[config.mk]
export PLATFORM = sky130hd
export DESIGN_NAME = debounced_bit_monitor
export DESIGN_NICKNAME = d
export VERILOG_FILES = /design/src/rtl/debounce_pkg.sv /design/src/rtl/bit_event_fifo.sv /design/src/rtl/debounced_bit_monitor.sv
export SDC_FILE = /design/constraint.sdc
export NUM_CORES = 1
export LEC_CHECK = 0
export BUFFER_PORTS_ARGS = -buffer_cell sky130_fd_sc_hd__buf_2
export CORE_UTILIZATION = 59
export CTS_BUF_LIST = sky130_fd_sc_hd__clkbuf_8
export DETAILED_ROUTE_END_ITERATION = 16
export PLACE_DENSITY = 0.8
export SYNTH_ARGS = -nofsm -noshare
export SYNTH_HDL_FRONTEND = slang
export SYNTH_SLANG_ARGS = --single-unit
[constraint.sdc]
create_clock -name CLK -period 2.3 [get_ports CLK]
set_clock_uncertainty 0.15 [all_clocks]
set_input_delay 0.345 -clock CLK [delete_from_list [all_inputs] [get_ports CLK]]
set_output_delay 0.345 -clock CLK [all_outputs]
set_load 0.005 [all_outputs]
[src/rtl/debounce_pkg.sv]
// Shared types, parameter limits and helpers for the debounced bit monitor.
// Imported by the top level and the event FIFO.
package debounce_pkg;

  typedef enum logic {
    EVT_FALL = 1'b0,
    EVT_RISE = 1'b1
  } evt_t;

  localparam int SYNC_STAGES_MIN = 2;
  localparam int SYNC_STAGES_MAX = 4;
  localparam int DEBOUNCE_MIN    = 1;
  localparam int DEBOUNCE_MAX    = 65535;
  localparam int EVT_DEPTH_MIN   = 2;

  // Wide enough to hold DEBOUNCE_CYCLES itself, so the counter never wraps.
  function automatic int cnt_width(input int debounce_cycles);
    return $clog2(debounce_cycles + 1);
  endfunction

  function automatic bit is_pow2(input int value);
    return (value > 0) && ((value & (value - 1)) == 0);
  endfunction

endpackage

[src/rtl/bit_event_fifo.sv]
// Circular buffer of 1-bit edge events with wrap-bit pointers.
// A push into a full buffer is accepted only when a pop frees a slot on the same edge.
module bit_event_fifo
  import debounce_pkg::*;
#(
  parameter int DEPTH = 4
) (
  input  logic clk,
  input  logic rst_n,
  input  logic i_push,
  input  evt_t i_push_evt,
  input  logic i_pop,
  output logic o_valid,
  output evt_t o_head_evt,
  output logic o_drop
);

  localparam int AW = $clog2(DEPTH);

  evt_t       r_mem [DEPTH];
  logic [AW:0] r_wr_ptr;
  logic [AW:0] r_rd_ptr;
  logic        w_empty;
  logic        w_full;
  logic        w_pop_ok;
  logic        w_push_ok;

  assign w_empty   = (r_wr_ptr == r_rd_ptr);
  assign w_full    = (r_wr_ptr[AW] != r_rd_ptr[AW]) &&
                     (r_wr_ptr[AW-1:0] == r_rd_ptr[AW-1:0]);
  assign w_pop_ok  = i_pop && !w_empty;
  assign w_push_ok = i_push && (!w_full || w_pop_ok);
  assign o_drop    = i_push && w_full && !w_pop_ok;

  always_ff @(posedge clk or negedge rst_n) begin
    if (!rst_n) begin
      r_wr_ptr <= '0;
      r_rd_ptr <= '0;
    end else begin
      if (w_push_ok) r_wr_ptr <= r_wr_ptr + (AW+1)'(1);
      if (w_pop_ok)  r_rd_ptr <= r_rd_ptr + (AW+1)'(1);
    end
  end

  // NOTE: storage is deliberately not reset; the pointers alone decide which entries are live.
  always_ff @(posedge clk) begin
    if (w_push_ok) r_mem[r_wr_ptr[AW-1:0]] <= i_push_evt;
  end

  assign o_valid    = !w_empty;
  assign o_head_evt = r_mem[r_rd_ptr[AW-1:0]];

endmodule

[src/rtl/debounced_bit_monitor.sv]
// Synchronises and debounces an asynchronous level, emits RISE/FALL pulses and
// queues each debounced edge in a small event FIFO drained over valid/ready.
module debounced_bit_monitor
  import debounce_pkg::*;
#(
  parameter int SYNC_STAGES     = 2,
  parameter int DEBOUNCE_CYCLES = 16,
  parameter bit RESET_LEVEL     = 1'b1,
  parameter int EVT_DEPTH       = 4
) (
  input  logic CLK,
  input  logic ASYNCRESETN,
  input  logic I,
  output logic O,
  output logic RISE,
  output logic FALL,
  output logic EVT_VALID,
  input  logic EVT_READY,
  output logic EVT_DATA,
  output logic OVERFLOW,
  input  logic CLR_OVF
);

  localparam int            CW       = cnt_width(DEBOUNCE_CYCLES);
  localparam logic [CW-1:0] CNT_LAST = CW'(DEBOUNCE_CYCLES - 1);

  if (SYNC_STAGES < SYNC_STAGES_MIN || SYNC_STAGES > SYNC_STAGES_MAX) begin : g_bad_sync
    $error("debounced_bit_monitor: SYNC_STAGES must be 2..4");
  end
  if (DEBOUNCE_CYCLES < DEBOUNCE_MIN || DEBOUNCE_CYCLES > DEBOUNCE_MAX) begin : g_bad_debounce
    $error("debounced_bit_monitor: DEBOUNCE_CYCLES must be 1..65535");
  end
  if (EVT_DEPTH < EVT_DEPTH_MIN || !is_pow2(EVT_DEPTH)) begin : g_bad_depth
    $error("debounced_bit_monitor: EVT_DEPTH must be a power of two >= 2");
  end

  logic [SYNC_STAGES-1:0] r_sync;
  logic [CW-1:0]          r_cnt;
  logic                   r_o;
  logic                   r_rise;
  logic                   r_fall;
  logic                   r_ovf;
  logic                   w_s;
  logic                   w_mismatch;
  logic                   w_toggle;
  logic                   w_pop;
  logic                   w_drop;
  evt_t                   w_push_evt;
  evt_t                   w_head_evt;

  // NOTE: non-blocking assignments make every stage sample its neighbour's pre-edge value.
  always_ff @(posedge CLK or negedge ASYNCRESETN) begin
    if (!ASYNCRESETN) r_sync <= {SYNC_STAGES{RESET_LEVEL}};
    else              r_sync <= {r_sync[SYNC_STAGES-2:0], I};
  end

  assign w_s        = r_sync[SYNC_STAGES-1];
  assign w_mismatch = (w_s != r_o);
  assign w_toggle   = w_mismatch && (r_cnt == CNT_LAST);

  always_ff @(posedge CLK or negedge ASYNCRESETN) begin
    if (!ASYNCRESETN) begin
      r_o    <= RESET_LEVEL;
      r_cnt  <= '0;
      r_rise <= 1'b0;
      r_fall <= 1'b0;
    end else begin
      r_rise <= w_toggle && w_s;
      r_fall <= w_toggle && !w_s;
      if (!w_mismatch || w_toggle) r_cnt <= '0;
      else                         r_cnt <= r_cnt + CW'(1);
      if (w_toggle) r_o <= w_s;
    end
  end

  // A drop on the same edge as a clear wins, so no lost event goes unreported.
  always_ff @(posedge CLK or negedge ASYNCRESETN) begin
    if (!ASYNCRESETN)  r_ovf <= 1'b0;
    else if (w_drop)   r_ovf <= 1'b1;
    else if (CLR_OVF)  r_ovf <= 1'b0;
  end

  assign w_push_evt = w_s ? EVT_RISE : EVT_FALL;
  assign w_pop      = EVT_VALID && EVT_READY;

  bit_event_fifo #(
    .DEPTH(EVT_DEPTH)
  ) u_evt_fifo (
    .clk        (CLK),
    .rst_n      (ASYNCRESETN),
    .i_push     (w_toggle),
    .i_push_evt (w_push_evt),
    .i_pop      (w_pop),
    .o_valid    (EVT_VALID),
    .o_head_evt (w_head_evt),
    .o_drop     (w_drop)
  );

  assign O        = r_o;
  assign RISE     = r_rise;
  assign FALL     = r_fall;
  assign EVT_DATA = w_head_evt;
  assign OVERFLOW = r_ovf;

endmodule

==> metrics.md, run 1 <==
| Metric | Value |
|---|---|
| ANT nets after route | `0` |
| Row cnt | `14` |
| Die W | `42.73 um` |
| Clk buf depth | `2` |
| GR Util met1 | `24.27%` |
| Mapped Cells | `74` |
| Initial core utilization | `64.20%` |
| Final period util | `83.51%` |
| Gr busiest metal | `met2` |
| Layout cells sized above 1 | `25.84%` |
| Slew Viols, Final | `0` |
| Slew HR | `73.63%` |
| Number of global-route vias before repair | `521` |
| Die area | `1825 um^2` |
| N_diodes | `0` |
| Critical path data required time | `1.80 ns` |
| DP HPWL | `942.7 um` |
| TritonCTS clock tree | `done` |
| Grt met2 use | `26.67%` |
| TritonRoute pass-1 iters | `4` |
| Share of the synthesized area in the top cell type | `35.81%` |
| Pwr dens | `between 800 and 900 nW/um^2` |
| Num CTS Buffers | `3` |
| Hold Path Class | `input port to register` |
| Syn Std Cell Area | `approximately 980 um^2` |
| WL final | `1256 um` |
| Cell taking the most area after synthesis | `dfrtp_1` |
| Nets | `between 100 and 150` |
| Synthesized flop and latch total | `21` |
| Maximum VDD drop | `0.4509 mV` |
| Clk_lat worst skew | `0.25 ns` |
| Syn_area_per_cell | `~13 um^2` |
| Syn nets | `86` |
| Routed wire length per instance | `11.96 um` |
| Placed insts | `100` |
| Max Cap Violations | `0` |
| Async S/R FF share, synth | `80.95%` |
| Post-synth top cells | `dfrtp_1, ha_1, inv_1, nor2_1, nand2_1` |
| Period minus WS final | `1.921 ns` |
| Cell Count, Final, Fillers Out | `105` |
| Number of enable flip-flop cells after synthesis | `4` |
| DRC errors left | `0` |
| Initial antenna violation count | `0` |
| Synth top area cells | `dfrtp_1, edfxtp_1, ha_1` |
| CP startpoint kind | `register` |
| H-tree depth | `1` |
| Status | `finished clean` |
| RSZ-0062 raised after global routing | `false` |
| Largest net degree at the start of global routing | `18` |
| Pwr Total | `about 880 uW` |
| Total number of vias | `553` |
| Distinct cells, synth | `25` |
| Die Ht | `around 43 um` |
| Leak Pwr | `0.0005167 uW` |
| Remaining Overflow, GRT | `0` |
| Final instance area | `between 1000 and 1500 um^2` |
| Critical path fanouts, max | `4` |
| Cell area after placement | `1049 um^2` |
| Worst-Margin Slew | `0.3928 ns` |
| DR iter-0 viols | `3` |
| Sequential share of the synthesized area | `56.14%` |
| IO Count | `11` |
| Nature of the critical path endpoint | `output port` |
| Total track usage | `17.23%` |
| Clock sink count | `21` |
| Highest clock rate | `roughly 520 MHz` |
| Final Setup Violations | `0` |
| RePlAce Congestion | `0.7449` |
| Core Util, Final | `just over 70%` |
| Met3 Use GR | `2.553%` |
| Global-route wire length before repair | `around 2300 um` |
| Synthesis-to-finish area growth | `12.79%` |
| Root buf cell | `clkbuf_8` |
| Number of port buffers | `10` |
| Ys flop type | `dfrtp_1` |
| Vias/cell | `roughly 5.3` |
| Clock-pin slew on the worst setup and hold paths | `0.07 ns` |
| Final Hold Fails | `0` |
| Synth warnings | `0` |
| # fillers | `112` |
| Most numerous cell in the Yosys netlist | `dfrtp_1` |
| Crit Path Class | `register to output port` |
| Core box area | `1524 um^2` |
| CP arrival | `1.43 ns` |
| Sum Neg Setup Slack | `0 ns` |
area by class of cell:
cell class	count	area [um^2]	share of cell area, %
inverter	6	22.52	2.041
timing repair buffer	11	60.06	5.442
clock buffer	3	41.29	3.741
clock inverter	1	3.754	0.3401
tap	16	20.02	1.814
sequential	21	549.3	49.77
multi-input combinational	47	406.6	36.85
layer usage:
metal  up-vias  wire length [um]
li1        280                 -
met1       260               610
met2        11               595
met3         2                43
met4         0                 6
met5         -                 0
layout by cell type (no fill, tap or decap), types with 2 or more instances in the layout:
cell	Yosys	final
inv_1	6	7
xor2_1	4	4
edfxtp_1	4	4
nand3_1	2	2
dfstp_2	3	3
nand2_1	5	5
and2_1	3	3
dfrtp_1	14	14
mux2_4	2	2
o21ai_0	2	2
buf_2	0	10
nor2_1	6	6
ha_1	7	7
xnor2_1	4	4
clkbuf_8	0	3
what timing repair did:
action	in CTS	in global routing
hold endpoints to repair	14	0
setup buffers	0	0
resized for setup	0	0
hold buffers	1	0
state kept, by name (all words and copies together), names as in the netlist:
name                 count
u_evt_fifo.r_mem         4
r_cnt                    5
r_sync                   2
u_evt_fifo.r_rd_ptr      3
FALL                     1
OVERFLOW                 1
u_evt_fifo.r_wr_ptr      3
O                        1
RISE                     1
critical path: stages (launching register included):
cell     delay, ns
dfrtp_1       0.47
mux4_1        0.57
buf_2         0.14
power by group:
part           total, uW  leakage (uW)  switching, uW  internal (uW)
logic                206      0.000238           99.9            106
registers            457      0.000252           42.1            415
clock network        220     0.0000269            101            118
stage by stage:
| stage | worst slack [ns] | hold slack (ns) |
|---|---|---|
| after global placement | 0.5266 | 0.1304 |
| final | 0.3792 | 0.04101 |
| after CTS | 0.3534 | 0.03406 |
| after floorplan | 0.5624 | -0.1006 |
| after global routing | 0.3378 | 0.02835 |
| after detailed placement | 0.4951 | 0.1360 |
cells by family (layout without fill, tap and decap cells):
| family | after synthesis | after routing | synth area share, % |
|---|---|---|---|
| simple gates | 24 | 24 | 15.09 |
| fa+ha+maj | 7 | 7 | 8.951 |
| flops | 21 | 21 | 56.14 |
| xor+xnor | 9 | 9 | 8.823 |
| buf+inv | 6 | 21 | 2.302 |
| mux | 3 | 3 | 5.755 |
| compound gates | 4 | 4 | 2.941 |
final timing paths:
check | from | endpoint | slack (ns) | depth (start not counted)
hold / removal | I | r_sync[0] | 0.04 | 1
setup reg to reg | r_cnt[0] | u_evt_fifo.r_mem[2] | 0.47 | 6
setup / recovery | u_evt_fifo.r_rd_ptr[0] | EVT_DATA | 0.38 | 2
min in group asynchronous | ASYNCRESETN | u_evt_fifo.r_rd_ptr[0] | 0.39 | 2
hold reg to reg | r_sync[0] | r_sync[1] | 0.21 | 0
max in group asynchronous | ASYNCRESETN | r_sync[0] | 1.31 | 2
Power figures use the tool's default switching activity.
==> inputs of run 2 (changes only) <==
==> constraint.sdc (replaced) <==
create_clock -name CLK -period 1.9 [get_ports CLK]
set_clock_uncertainty 0.15 [all_clocks]
set_input_delay 0.285 -clock CLK [delete_from_list [all_inputs] [get_ports CLK]]
set_output_delay 0.285 -clock CLK [all_outputs]
set_load 0.005 [all_outputs]
==> run 2 against run 1 <==
  * Non-clock buffer count is 1 higher
  * Hold slack better by 0.028 ns
  * Design area is 1.5% higher
  * Sequential share of layout area is 0.61 points lower
  * Cell count is 0.95% higher
  * Register-to-register slack worse by 0.36 ns
  * Largest power group unchanged
  * Clock power is 22% higher
  * Routed wire length is 0.40% higher
  * Worst setup slack worse by 0.28 ns
  * Sequential cell count stayed put
==> metrics.md, run 2 (synthesis gave the netlist of run 1 again) <==
| Metric | Value |
|---|---|
| Vias/cell | `5.274 (+0.13%)` |
| Commonest non-fill, non-tap cell in the layout | `dfrtp_1` |
| Initial antenna violation count | `0 (unchanged)` |
| Nature of the critical path endpoint | `output port` |
| Final period util | `95.03%` |
| Total track usage | `17.23% (unchanged)` |
| Slew Viols, Final | `0 (unchanged)` |
| Biggest register | `r_cnt` |
| Root buf cell | `clkbuf_8` |
| RePlAce Congestion | `0.7449 (unchanged)` |
| Initial core utilization | `64.20% (unchanged)` |
| Row cnt | `14 (unchanged)` |
| RSZ-0062 raised after global routing | `false` |
| Worst-Margin Slew | `0.3927 ns (-0.0001055 ns)` |
| CP startpoint kind | `register` |
| Nets | `103 (+0.98%)` |
| Synthesis-to-finish area growth | `14.45%` |
| ANT nets after route | `0 (unchanged)` |
| Global-route wire length before repair | `2318 um (unchanged)` |
| TritonCTS clock tree | `done` |
| Largest register FFs | `5 (unchanged)` |
| Highest clock rate | `553.9 MHz` |
| Routed wire length per instance | `11.90 um (-0.55%)` |
| DP HPWL | `940.9 um (-0.19%)` |
| Max Cap Violations | `0 (unchanged)` |
| CP arrival | `1.37 ns (-0.06 ns)` |
| Clock-pin slew on the worst setup and hold paths | `0.07 ns (about the same)` |
| Layout cells sized above 1 | `28.89% (+3.0 points)` |
| Sum Neg Setup Slack | `0 ns (unchanged)` |
| Final Setup Violations | `0 (unchanged)` |
| Clock sink count | `21 (unchanged)` |
| Hold Path Class | `input port to register` |
| Critical path data required time | `1.46 ns (-0.34 ns)` |
| H-tree depth | `1 (unchanged)` |
| Pwr Total | `1076 uW (+22%)` |
| Final instance area | `1120 um^2 (+1.5%)` |
| Worst flop-to-flop path startpoint | `r_cnt[0]` |
| Slew HR | `73.63% (about the same)` |
| Number of port buffers | `10 (unchanged)` |
| Die W | `42.73 um (unchanged)` |
| Num CTS Buffers | `3 (unchanged)` |
| DR iter-0 viols | `3 (unchanged)` |
| IO Count | `11 (unchanged)` |
| Final Hold Fails | `0 (unchanged)` |
| Leak Pwr | `0.0005180 uW (+0.26%)` |
| Total number of vias | `559 (+1.1%)` |
| Period minus WS final | `1.806 ns` |
| Pwr dens | `960.7 nW/um^2 (+20%)` |
| Largest net degree at the start of global routing | `18 (unchanged)` |
| R2R depth | `6 (unchanged)` |
| Crit Path Class | `register to output port` |
| Remaining Overflow, GRT | `0 (unchanged)` |
| Hold Path Sink | `OVERFLOW` |
| Most frequent cells in the layout | `dfrtp_1, buf_2, inv_1, nor2_1, ha_1` |
| Core box area | `1524 um^2 (unchanged)` |
| N_diodes | `0 (unchanged)` |
| Worst reg-to-reg setup slack | `0.11 ns (-0.36 ns)` |
| Cell area after placement | `1049 um^2 (unchanged)` |
| Clk buf depth | `2 (unchanged)` |
| Die Ht | `42.73 um (unchanged)` |
| DRC errors left | `0 (unchanged)` |
| TritonRoute pass-1 iters | `4 (unchanged)` |
| Critical path fanouts, max | `4 (unchanged)` |
| WL final | `1261 um (+0.40%)` |
| Worst r2r dst | `u_evt_fifo.r_mem[2]` |
| Hold path depth | `2 (+1)` |
| Status | `finished clean` |
| Maximum VDD drop | `0.5569 mV (+23%)` |
| Clk_lat worst skew | `0.25 ns (about the same)` |
| Die area | `1825 um^2 (unchanged)` |
| Number of global-route vias before repair | `521 (unchanged)` |
| Hold Path Origin | `CLR_OVF` |
[run 2: cell type report]
type / instances / area, um^2
repair buffers: 12 / 70.07
multi-input cells: 47 / 411.6
flip-flops and latches: 21 / 550.5
fillers: 106 / 404.1
clock buffers: 3 / 41.29
inverters: 6 / 22.52
well taps: 16 / 20.02
clock inverters: 1 / 3.754
[run 2: worst max path at each step]
stage | startpoint | end | slack, ns | cells after the start
final | u_evt_fifo.r_rd_ptr[0] | EVT_DATA | 0.09 | 2
after global routing | r_cnt[0] | u_evt_fifo.r_mem[0] | 0.005 | 6
after CTS | u_evt_fifo.r_rd_ptr[0] | EVT_DATA | 0.01 | 2
after detailed placement | r_cnt[0] | u_evt_fifo.r_wr_ptr[1] | 0.1 | 6
after global placement | r_cnt[0] | u_evt_fifo.r_wr_ptr[1] | 0.13 | 6
after floorplan | r_cnt[0] | u_evt_fifo.r_wr_ptr[1] | 0.16 | 6
[run 2: timing repair]
action	4_1_cts	5_1_grt
endpoints found under the hold margin	15	0
buffers inserted	0	0
endpoints found under the setup margin	0	5
hold buffers	2	0
gates resized for setup	0	3
[run 2: power breakdown]
part / leakage [uW] / switching (uW) / internal (uW)
logic: 0.000240 / 121 / 130
registers: 0.000251 / 51.0 / 505
clock network: 0.0000269 / 125 / 143
[run 2: per-layer routing]
layer  track usage (%)  part of all wire, %  wire length, um  up-vias
met5                 0                    0                0        -
met4             7.500                  1.2               15        0
met3             2.553                  3.5               44        4
met2             26.67                   46              586       13
met1             24.27                   49              615      261
li1                  -                    -                -      281
[run 2: critical path, stage by stage, from the launching register on]
cell and delay [ns]:
dfrtp_2 0.43, mux4_1 0.55, buf_2 0.14
[run 2: per-stage QoR]
stage          util (%)  hold WS (ns)  worst slack, ns  instances
2_1_floorplan         -       -0.1606           0.1624         74
3_3_place_gp      68.80       0.07044           0.1266        100
3_5_place_dp      68.80       0.07599          0.09513        100
4_1_cts           73.07       0.06852          0.01449        106
5_1_grt           73.48       0.06324         0.004958        106
6_report          73.48       0.06855          0.09447        106
==> inputs of run 3 (changes only) <==
--- a/config.mk
+++ b/config.mk
@@ -6,10 +6,10 @@
 export NUM_CORES = 1
 export LEC_CHECK = 0
 export BUFFER_PORTS_ARGS = -buffer_cell sky130_fd_sc_hd__buf_2
-export CORE_UTILIZATION = 59
+export CORE_UTILIZATION = 40
 export CTS_BUF_LIST = sky130_fd_sc_hd__clkbuf_8
 export DETAILED_ROUTE_END_ITERATION = 16
-export PLACE_DENSITY = 0.8
+export PLACE_DENSITY = 0.58
 export SYNTH_ARGS = -nofsm -noshare
 export SYNTH_HDL_FRONTEND = slang
 export SYNTH_SLANG_ARGS = --single-unit
==> run 3 against run 2 <==
  * Global-route usage shrank 4.9 points
  * Fmax is 0.26% lower
  * Sequential share of layout area is 1.4 points lower
  * Clock-buffer cell count is the same
  * Worst setup slack worse by 0.0048 ns
  * Highest routed layer unchanged
  * Sequential cell count unchanged
  * Clock power grew 5%
  * Sequential power about the same
  * Utilization is 22 points lower
  * Combinational power about the same
  * Register-to-register slack better by 0.04 ns
  * Design area increased by 2.9%
==> metrics.md, run 3 (synthesis gave the netlist of run 1 again) <==
| Metric | Value |
|---|---|
| Status | `finished clean` |
| Synthesis-to-finish area growth | `17.78%` |
| Largest register FFs | `5 (unchanged)` |
| Met3 Use GR | `5.357% (+2.8 points)` |
| Most frequent cells in the layout | `dfrtp_1, buf_2, inv_1, ha_1, nor2_1` |
| Leak Pwr | `0.0005349 uW (+3.3%)` |
| Final period util | `95.28% (+0.25 points)` |
| Number of port buffers | `10 (unchanged)` |
| Logic pwr share | `23.1% (-0.3 points)` |
| Biggest register | `r_cnt` |
| Slew Viols, Final | `0 (unchanged)` |
| Clk buf depth | `2 (unchanged)` |
| IO Count | `11 (unchanged)` |
| Global-route wire length before repair | `2297 um (-0.91%)` |
| Critical path data required time | `1.46 ns (about the same)` |
| Gr busiest metal | `met2` |
| RSZ-0062 raised after global routing | `false` |
| DRC errors left | `0 (unchanged)` |
| Vias/cell | `4.620 (-12%)` |
| Sw frac | `28.36% (+0.74 points)` |
| Crit Path Class | `register to output port` |
| Nets | `106 (+2.9%)` |
| Slew HR | `73.62% (about the same)` |
| Max Cap Violations | `0 (unchanged)` |
| Hold Path Class | `input port to register` |
| Initial antenna violation count | `0 (unchanged)` |
| Total number of vias | `559 (unchanged)` |
| Seq pwr share | `51.1% (-0.6 points)` |
| Routed wire length per instance | `11.69 um (-1.8%)` |
| Clk_lat worst skew | `0.26 ns (about the same)` |
| Clock network fraction of total power | `25.8% (+0.9 points)` |
| ANT nets after route | `0 (unchanged)` |
| CP startpoint kind | `register` |
| Die area | `2648 um^2 (+45%)` |
| Critical path fanouts, max | `4 (unchanged)` |
| Final Setup Violations | `0 (unchanged)` |
| CP arrival | `1.38 ns (about the same)` |
| Setup bufs post-CTS | `0 (unchanged)` |
| # fillers | `213 (+100%)` |
| Seq. cell area | `550.5 um^2 (unchanged)` |
| TritonCTS clock tree | `done` |
| Die W | `51.46 um (+20%)` |
| Final Hold Fails | `0 (unchanged)` |
| TritonRoute pass-1 iters | `4 (unchanged)` |
| DP HPWL | `1010 um (+7.3%)` |
| Die Ht | `51.46 um (+20%)` |
| Layout cells sized above 1 | `29.03% (+0.14 points)` |
| Core box area | `2255 um^2 (+48%)` |
| Clock sink count | `21 (unchanged)` |
| Nature of the critical path endpoint | `output port` |
| Remaining Overflow, GRT | `0 (unchanged)` |
| Initial core utilization | `43.40% (-21 points)` |
| Number of global-route vias before repair | `545 (+4.6%)` |
| Worst reg-to-reg setup slack | `0.15 ns (+0.04 ns)` |
| WL final | `1414 um (+12%)` |
| RePlAce Congestion | `0.7276 (-2.3%)` |
| DR iter-0 viols | `4 (+1)` |
| Sum Neg Setup Slack | `0 ns (unchanged)` |
| Area used by multi-input combinational logic | `406.6 um^2 (-1.2%)` |
| GR Util met1 | `15.97% (-8.3 points)` |
| Root buf cell | `clkbuf_8` |
| Commonest non-fill, non-tap cell in the layout | `dfrtp_1` |
| Highest clock rate | `552.4 MHz (-0.26%)` |
| Net Switching | `309.3 uW (+4.1%)` |
| Row cnt | `17 (+3)` |
| Total track usage | `12.34% (-4.9 points)` |
| Grt met2 use | `18.40% (-8.3 points)` |
| H-tree depth | `1 (unchanged)` |
| Num CTS Buffers | `3 (unchanged)` |
| Maximum VDD drop | `0.7213 mV (+30%)` |
| Internal power | `781.4 uW (+0.34%)` |
| Largest net degree at the start of global routing | `18 (unchanged)` |
| Pwr dens | `946.5 nW/um^2 (-1.5%)` |
| Period minus WS final | `1.810 ns (+0.004795 ns)` |
| N_diodes | `0 (unchanged)` |
| Core Util, Final | `51.11% (-22 points)` |
| Worst-Margin Slew | `0.3928 ns (+0.0001897 ns)` |
| Clock-pin slew on the worst setup and hold paths | `0.08 ns (about the same)` |
[run 3: cell count changes in the layout (fill, tap and decap cells not counted)]
cell and change:
ha_1 +1, ha_2 -1, nand2_1 +1, nand2_2 -1
buf_4 +3
[run 3: routing by layer]
metal	part of all wire [%]	vias to the layer above
met1	53	258
met3	4.7	2
li1	-	287
met4	0.57	0
met2	41	12
met5	0	-
[run 3: through the flow]
| step | hold WS, ns | cell area [um^2] | setup WS (ns) | std cells | power (uW) |
|---|---|---|---|---|---|
| finish | 0.06315 | 1152 | 0.08967 | 121 | 1091 |
| global route | 0.05654 | 1152 | 0.04640 | 121 | 1160 |
| CTS | 0.05893 | 1151 | 0.01690 | 121 | 1102 |
| detailed placement | 0.07807 | 1086 | 0.1496 | 115 | 816.5 |
| global placement | 0.07609 | 1086 | 0.1690 | 115 | 807.7 |
| floorplan | -0.1606 | 978.4 | 0.1624 | 74 | 748.2 |
[run 3: repair_timing]
item                       in CTS  in global routing
hold buffers                    2                  0
gates resized for setup         0                  1
hold endpoints to repair       15                  0
setup endpoints to repair       0                  1
[run 3: final timing paths]
kind | cells after the start | to | from
setup / recovery | 2 | EVT_DATA | u_evt_fifo.r_rd_ptr[0]
hold / removal | 2 | OVERFLOW | CLR_OVF
setup reg to reg | 6 | u_evt_fifo.r_wr_ptr[1] | r_cnt[0]
hold reg to reg | 0 | r_sync[1] | r_sync[0]
max in group asynchronous | 2 | r_sync[1] | ASYNCRESETN
min in group asynchronous | 2 | u_evt_fifo.r_rd_ptr[1] | ASYNCRESETN
[run 3: area by class of cell]
type | instances | area share [%]
Multi-Input combinational cell | 47 | 35.29
Clock buffer | 3 | 3.583
Clock inverter | 1 | 0.3257
Sequential cell | 21 | 47.77
Tap cell | 28 | 3.040
Timing Repair Buffer | 15 | 8.035
Inverter | 6 | 1.954
[run 3: power by group through the flow]
stage,Combinational [uW],Sequential [uW],Clock (uW)
4_1_cts,255,556,291
3_5_place_dp,251,565,0
3_3_place_gp,245,562,0
6_report,252,557,282
5_1_grt,282,566,312
2_1_floorplan,195,553,0
[run 3: worst max-delay path: stages (launching register included)]
cell     delay (ns)
dfrtp_2        0.43
mux4_1         0.55
buf_2          0.14
